[src/rtl/head_gbus_collector_if.sv]
// head_gbus_collector_if: per-core gbus write streams in, merged gbus write stream out (master drives cores/controls, slave is the collector)
interface head_gbus_collector_if #(
  parameter int CORE_NUM        = 4,
  parameter int GBUS_ADDR_WIDTH = 19,
  parameter int GBUS_DATA_WIDTH = 32
);
  logic [CORE_NUM*GBUS_ADDR_WIDTH-1:0] core_gbus_addr;
  logic [CORE_NUM-1:0]                 core_gbus_wen;
  logic [CORE_NUM*GBUS_DATA_WIDTH-1:0] core_gbus_wdata;
  logic                                gbus_hold;
  logic                                overflow_clear;
  logic [GBUS_ADDR_WIDTH-1:0]          out_gbus_addr;
  logic                                out_gbus_wen;
  logic [GBUS_DATA_WIDTH-1:0]          out_gbus_wdata;
  logic [CORE_NUM-1:0]                 overflow;
  logic                                idle;
  modport master (
    output core_gbus_addr, core_gbus_wen, core_gbus_wdata, gbus_hold, overflow_clear,
    input  out_gbus_addr, out_gbus_wen, out_gbus_wdata, overflow, idle
  );
  modport slave (
    input  core_gbus_addr, core_gbus_wen, core_gbus_wdata, gbus_hold, overflow_clear,
    output out_gbus_addr, out_gbus_wen, out_gbus_wdata, overflow, idle
  );
endinterface

[src/rtl/head_gbus_collector.sv]
// head_gbus_collector: per-core write FIFOs, round-robin merge into one registered gbus write stream (ports: clk, rst async, gbus slave modport)
module head_gbus_collector #(
  parameter int CORE_NUM        = 4,
  parameter int FIFO_DEPTH      = 4,
  parameter int GBUS_ADDR_WIDTH = 19,
  parameter int GBUS_DATA_WIDTH = 32
) (
  input logic                   clk,
  input logic                   rst,
  head_gbus_collector_if.slave  gbus
);
  localparam int W  = GBUS_ADDR_WIDTH + GBUS_DATA_WIDTH;
  localparam int PW = $clog2(FIFO_DEPTH);
  localparam int IW = $clog2(CORE_NUM);
  logic [W-1:0]                 mem_q [CORE_NUM][FIFO_DEPTH];
  logic [PW-1:0]                wr_q [CORE_NUM];
  logic [PW-1:0]                rd_q [CORE_NUM];
  logic [PW:0]                  cnt_q [CORE_NUM];
  logic [PW:0]                  cnt_d [CORE_NUM];
  logic [IW-1:0]                rr_q, rr_d, grant;
  logic                         gnt_v, pop_any, idle_c;
  logic [CORE_NUM-1:0]          pop, push, drop, ovf_q, ovf_d;
  logic                         out_wen_q;
  logic [GBUS_ADDR_WIDTH-1:0]   out_addr_q;
  logic [GBUS_DATA_WIDTH-1:0]   out_data_q;
  // Search starts at rr_q so the most recently served core goes last next time.
  always_comb begin
    gnt_v = 1'b0;
    grant = '0;
    for (int k = 0; k < CORE_NUM; k++)
      if (!gnt_v && cnt_q[(int'(rr_q) + k) % CORE_NUM] != '0) begin
        gnt_v = 1'b1;
        grant = IW'((int'(rr_q) + k) % CORE_NUM);
      end
    pop_any = gnt_v && !gbus.gbus_hold;
    rr_d    = pop_any ? (grant == IW'(CORE_NUM - 1) ? '0 : grant + 1'b1) : rr_q;
    idle_c  = !out_wen_q;
    for (int i = 0; i < CORE_NUM; i++) begin
      pop[i]   = pop_any && grant == IW'(i);
      // A full FIFO still takes the write when it is popped on the same edge.
      push[i]  = gbus.core_gbus_wen[i] && (cnt_q[i] != (PW+1)'(FIFO_DEPTH) || pop[i]);
      drop[i]  = gbus.core_gbus_wen[i] && !push[i];
      cnt_d[i] = cnt_q[i] + (PW+1)'(push[i]) - (PW+1)'(pop[i]);
      if (cnt_q[i] != '0) idle_c = 1'b0;
    end
    ovf_d = (ovf_q & ~{CORE_NUM{gbus.overflow_clear}}) | drop;
  end
  always_ff @(posedge clk or posedge rst) begin
    if (rst) begin
      rr_q       <= '0;
      ovf_q      <= '0;
      out_wen_q  <= 1'b0;
      out_addr_q <= '0;
      out_data_q <= '0;
      for (int i = 0; i < CORE_NUM; i++) begin
        wr_q[i]  <= '0;
        rd_q[i]  <= '0;
        cnt_q[i] <= '0;
      end
    end else begin
      rr_q      <= rr_d;
      ovf_q     <= ovf_d;
      out_wen_q <= pop_any;
      {out_addr_q, out_data_q} <= pop_any ? mem_q[grant][rd_q[grant]] : '0;
      for (int i = 0; i < CORE_NUM; i++) begin
        cnt_q[i] <= cnt_d[i];
        if (push[i]) wr_q[i] <= wr_q[i] + 1'b1;
        if (pop[i]) rd_q[i] <= rd_q[i] + 1'b1;
      end
    end
  end
  // Storage is not reset; occupancy counters alone define what is valid.
  always_ff @(posedge clk) begin
    for (int i = 0; i < CORE_NUM; i++)
      if (push[i])
        mem_q[i][wr_q[i]] <= {gbus.core_gbus_addr[i*GBUS_ADDR_WIDTH +: GBUS_ADDR_WIDTH],
                              gbus.core_gbus_wdata[i*GBUS_DATA_WIDTH +: GBUS_DATA_WIDTH]};
  end
  assign gbus.out_gbus_wen   = out_wen_q;
  assign gbus.out_gbus_addr  = out_addr_q;
  assign gbus.out_gbus_wdata = out_data_q;
  assign gbus.overflow       = ovf_q;
  assign gbus.idle           = idle_c;
endmodule

[src/flat_wrapper.sv]
// flat-port wrapper written by rule: the top's interface ports become plain ports
module head_gbus_collector_flat 
#(
  parameter int CORE_NUM        = 4,
  parameter int FIFO_DEPTH      = 4,
  parameter int GBUS_ADDR_WIDTH = 19,
  parameter int GBUS_DATA_WIDTH = 32
)
  (clk, rst, gbus_core_gbus_addr, gbus_core_gbus_wen, gbus_core_gbus_wdata, gbus_gbus_hold, gbus_overflow_clear, gbus_out_gbus_addr, gbus_out_gbus_wen, gbus_out_gbus_wdata, gbus_overflow, gbus_idle);
  head_gbus_collector_if #(.CORE_NUM(CORE_NUM), .GBUS_ADDR_WIDTH(GBUS_ADDR_WIDTH), .GBUS_DATA_WIDTH(GBUS_DATA_WIDTH)) gbus_i ();
  input logic clk;
  input logic rst;
  input wire logic [$bits(gbus_i.core_gbus_addr)-1:0] gbus_core_gbus_addr;
  input wire logic [$bits(gbus_i.core_gbus_wen)-1:0] gbus_core_gbus_wen;
  input wire logic [$bits(gbus_i.core_gbus_wdata)-1:0] gbus_core_gbus_wdata;
  input wire logic [$bits(gbus_i.gbus_hold)-1:0] gbus_gbus_hold;
  input wire logic [$bits(gbus_i.overflow_clear)-1:0] gbus_overflow_clear;
  output wire logic [$bits(gbus_i.out_gbus_addr)-1:0] gbus_out_gbus_addr;
  output wire logic [$bits(gbus_i.out_gbus_wen)-1:0] gbus_out_gbus_wen;
  output wire logic [$bits(gbus_i.out_gbus_wdata)-1:0] gbus_out_gbus_wdata;
  output wire logic [$bits(gbus_i.overflow)-1:0] gbus_overflow;
  output wire logic [$bits(gbus_i.idle)-1:0] gbus_idle;
  assign gbus_i.core_gbus_addr = gbus_core_gbus_addr;
  assign gbus_i.core_gbus_wen = gbus_core_gbus_wen;
  assign gbus_i.core_gbus_wdata = gbus_core_gbus_wdata;
  assign gbus_i.gbus_hold = gbus_gbus_hold;
  assign gbus_i.overflow_clear = gbus_overflow_clear;
  assign gbus_out_gbus_addr = gbus_i.out_gbus_addr;
  assign gbus_out_gbus_wen = gbus_i.out_gbus_wen;
  assign gbus_out_gbus_wdata = gbus_i.out_gbus_wdata;
  assign gbus_overflow = gbus_i.overflow;
  assign gbus_idle = gbus_i.idle;
  head_gbus_collector #(.CORE_NUM(CORE_NUM), .FIFO_DEPTH(FIFO_DEPTH), .GBUS_ADDR_WIDTH(GBUS_ADDR_WIDTH), .GBUS_DATA_WIDTH(GBUS_DATA_WIDTH)) u_core (.clk(clk), .rst(rst), .gbus(gbus_i));
endmodule
[config.mk]
export PLATFORM = sky130hd
export DESIGN_NAME = head_gbus_collector_flat
export DESIGN_NICKNAME = d
export VERILOG_FILES = /design/src/rtl/head_gbus_collector_if.sv /design/src/rtl/head_gbus_collector.sv /design/src/flat_wrapper.sv
export SDC_FILE = /design/constraint.sdc
export NUM_CORES = 1
export LEC_CHECK = 0
export CORE_MARGIN = 2
export CORE_UTILIZATION = 40
export DETAILED_ROUTE_END_ITERATION = 16
export SLEW_MARGIN = 20
export SYNTH_ARGS = -nofsm -noshare
export SYNTH_HDL_FRONTEND = slang
export SYNTH_SLANG_ARGS = --single-unit
[constraint.sdc]
create_clock -name clk -period 13.1 [get_ports clk]
set_input_delay 3.93 -clock clk [delete_from_list [all_inputs] [get_ports clk]]
set_output_delay 3.93 -clock clk [all_outputs]
set_load 0.01 [all_outputs]
==> impl_metrics.toml <==
[detailed_routing]
dr_wl_met2_um = 46800
met3WireLength_um = 6170
drc = 0
drt-met1-wl_um = 40800
first_iter_violations = 2006
routed_wl_um = 96000
vias = 21276
dr.pass1.iters = 5
postRouteAntennaNets = 0
routed_via_density = 5.52
wire_per_inst_um = 24.9
highest_layer = "met4"

[global_route]
grt_pass1_wl_um = 138000
antenna_found_initial = 0
grt_pass1_vias = 21663
grt_max_degree = 217
grt.total_usage_pct = 20.8
grt-ovfl-total = 0

[clock_network]
clk_path_buf_depth = 3
cts_sinks = 902
cts_root_buf = "clkbuf_16"
clkTransAtPathRegs_ns = 0.06
hold_buffers = 0
cts.repair.resized = 0
post_cts_buffers = 0
numCtsBuffers = 91
insertion_delay_ns = 0.64
cts_htree_levels = 3
cts_tree = "yes"

[logic_synthesis]
synthArstFlopShare_pct = 9.53
netlist_instances = 2404
ys_seq_area_share_pct = 75.7
synthTopCellsByArea = "edfxtp_1 70%, nand2_1 6.6%, dfrtp_1 6.1%"
synth_enable_flop_cells = 816
syn_area_per_cell_sq_um = 14.6
yosys.area.top_type = "edfxtp_1"
ys_seq_elements = 902
synth_top_flop_cell = "edfxtp_1"
syn-num-nets = 2645
yosys_warnings = 0
synth_top_area_share_pct = 69.6
yosysUniqueCellTypes = 37
post_synth_instance_area_sq_mm = 0.0352

[timing]
fin_tns_setup_ns = 0
tightest_slew_ns = 1.13
hold_viol_final = 0
maxSlewHeadroom_pct = 24.8
clock_skew_ns = 0.0191
finalCriticalPeriod_ns = 6.82
setup_violations = 0
finalMaxSlewViolations = 0
grt_setup_unrepaired = "false"
period_share_pct = 52.1
max_freq_ghz = 0.147

[pwr]
power_leakage_uw = 0.0143
p_int_uw = 7300
comb_power_share_pct = 43.7
ir_drop_mv = 0.318
swShare_pct = 38.9
power_switching_uw = 4650
powerDensity_mw_per_mm2 = 285
seq_power_share_pct = 34.2
power.share.clock_pct = 22.1
finalPower_uw = 12000

[placement]
dp.cells = 3681
gp_congestion = 0.796
dp_hpwl_um = 54600
io_buffers = 268

[layout]
nFillCells = 7417
layout-drive-gt1-share_pct = 8.63
final_cells = 3854
diodes = 0
final_core_util_pct = 48.2
area_delta_synth_final_pct = 19.2
fin_nets = 2861

[floorplan]
initial_core_util_pct = 40.4
die_w_um = 301
die_area_sq_mm = 0.0904
die_h_um = 301
rows = 108
core_sq_mm = 0.0870
ioPinCount = 269

[min_path]
hp-class = "flop to flop"

[critical_path]
arrival_ns = 7.07
path_max_fanout = 51
worst-setup-path-type = "input pin to flop"
cp.required_ns = 13.35
end_kind = "flop"
start_kind = "input pin"

[run_status]
status = "finished clean"

[flow_run]
maxCapViolCount = 0
-- through the flow --
| stage | cell area [sq um] | hold WS [ns] | setup slack, ns |
|---|---|---|---|
| floorplan | 35200 | 0.444 | 6.42 |
| global placement | 38900 | 0.464 | 5.72 |
| detailed placement | 38900 | 0.469 | 5.61 |
| CTS | 41900 | 0.480 | 6.28 |
| global route | 42000 | 0.507 | 5.99 |
| finish | 42000 | 0.473 | 6.28 |
-- cell families (layout without fill, tap and decap cells) --
logic type	Yosys count	after routing	share of synthesized area [%]
XOR/XNOR	20	20	0.498
buffers and inverters	200	495	2.26
adder cells (fa/ha/maj)	29	29	1.12
AND/OR/NAND/NOR	666	666	7.38
AO/OA/AOI/OAI	481	481	9.63
flip-flops	902	902	75.7
multiplexers	106	106	3.38
-- metal layers --
layer / track usage (%) / vias to the layer above
met3: 3.20 / 146
met4: 6.23 / 0
met1: 28.0 / 10784
met2: 35.2 / 873
li1: - / 9473
met5: 0 / -
-- state kept, by name, summed over array words and instances, names as in the netlist --
| register | flops |
|---|---|
| u_core.gbus.out_gbus_wen | 1 |
| u_core.wr_q | 8 |
| u_core.gbus.overflow | 4 |
| u_core.gbus.out_gbus_addr | 19 |
| u_core.rd_q | 8 |
| u_core.cnt_q | 12 |
| u_core.rr_q | 2 |
| u_core.gbus.out_gbus_wdata | 32 |
| u_core.mem_q | 816 |
-- synthesized netlist by cell type, types with 2 or more instances --
library cell	instances
edfxtp_1	816
nand2_1	623
a21oi_1	206
a32oi_1	204
clkbuf_1	142
dfrtp_1	86
a22o_1	53
mux2_1	53
mux2_2	50
inv_1	39
ha_1	25
xnor2_1	19
and2_1	17
o21ai_0	9
nor2_1	8
buf_2	7
buf_1	6
a31oi_1	5
buf_6	4
fa_1	4
nand3_1	4
nand4_1	4
mux2i_1	3
nor3_1	3
or3_1	2
-- worst max-delay path, stage by stage --
cell	delay, ns
clkdlybuf4s50_1	0.39
a31oi_1	0.72
nand3_1	0.31
a31oi_1	0.65
and2_4	1.00
-- power by group through the flow --
stage                     clock network (uW)  registers [uW]  logic, uW
after detailed placement                   0            4130       5170
final                                   2640            4080       5230
after global placement                     0            4130       5010
after global routing                    2800            4130       5710
after CTS                               2680            4080       5190
after floorplan                            0            4090       3700
-- cell usage in the layout (no fill, tap or decap), types with 2 or more instances in the layout --
cell / count
a21oi_1: 206
a22o_1: 52
a31oi_1: 5
a32oi_1: 204
and2_4: 16
buf_4: 12
bufinv_16: 11
clkbuf_1: 17
clkbuf_16: 92
clkbuf_8: 7
clkdlybuf4s50_1: 268
clkinv_1: 11
clkinv_2: 17
clkinv_4: 4
clkinv_8: 2
clkinvlp_4: 7
dfrtp_1: 86
edfxtp_1: 816
fa_1: 4
ha_1: 25
inv_1: 38
inv_6: 5
mux2_1: 53
mux2_2: 50
mux2i_1: 3
nand2_1: 623
nand3_1: 4
nand4_1: 4
nor2_1: 7
nor3_1: 3
o21ai_0: 9
or3_1: 2
xnor2_1: 19
-- area by class of cell --
cell class	count	area [sq um]	area share, %
flip-flops and latches	902	26700	63.5
well taps	1155	1450	3.44
repair buffers	282	2810	6.70
clock inverters	56	604	1.44
multi-input cells	1302	7810	18.6
clock buffers	116	2460	5.87
inverters	41	176	0.420
-- path summary, 6_finish.rpt --
path                                      start                              to  slack (ns)  cells after the start
worst min-delay path             u_core.rd_q[1]                  u_core.rd_q[1]        0.47                      1
worst min register to register   u_core.rd_q[1]                  u_core.rd_q[1]        0.47                      1
max in group asynchronous                   rst  u_core.gbus.out_gbus_wdata[15]        7.97                      3
worst max-delay path             gbus_gbus_hold            u_core.mem_q[0][171]        6.28                      5
min in group asynchronous                   rst   u_core.gbus.out_gbus_wdata[1]        3.73                      2
worst max register to register  u_core.cnt_q[7]  u_core.gbus.out_gbus_wdata[19]        7.69                      9
No activity file was read; power rests on OpenSTA's default activity.
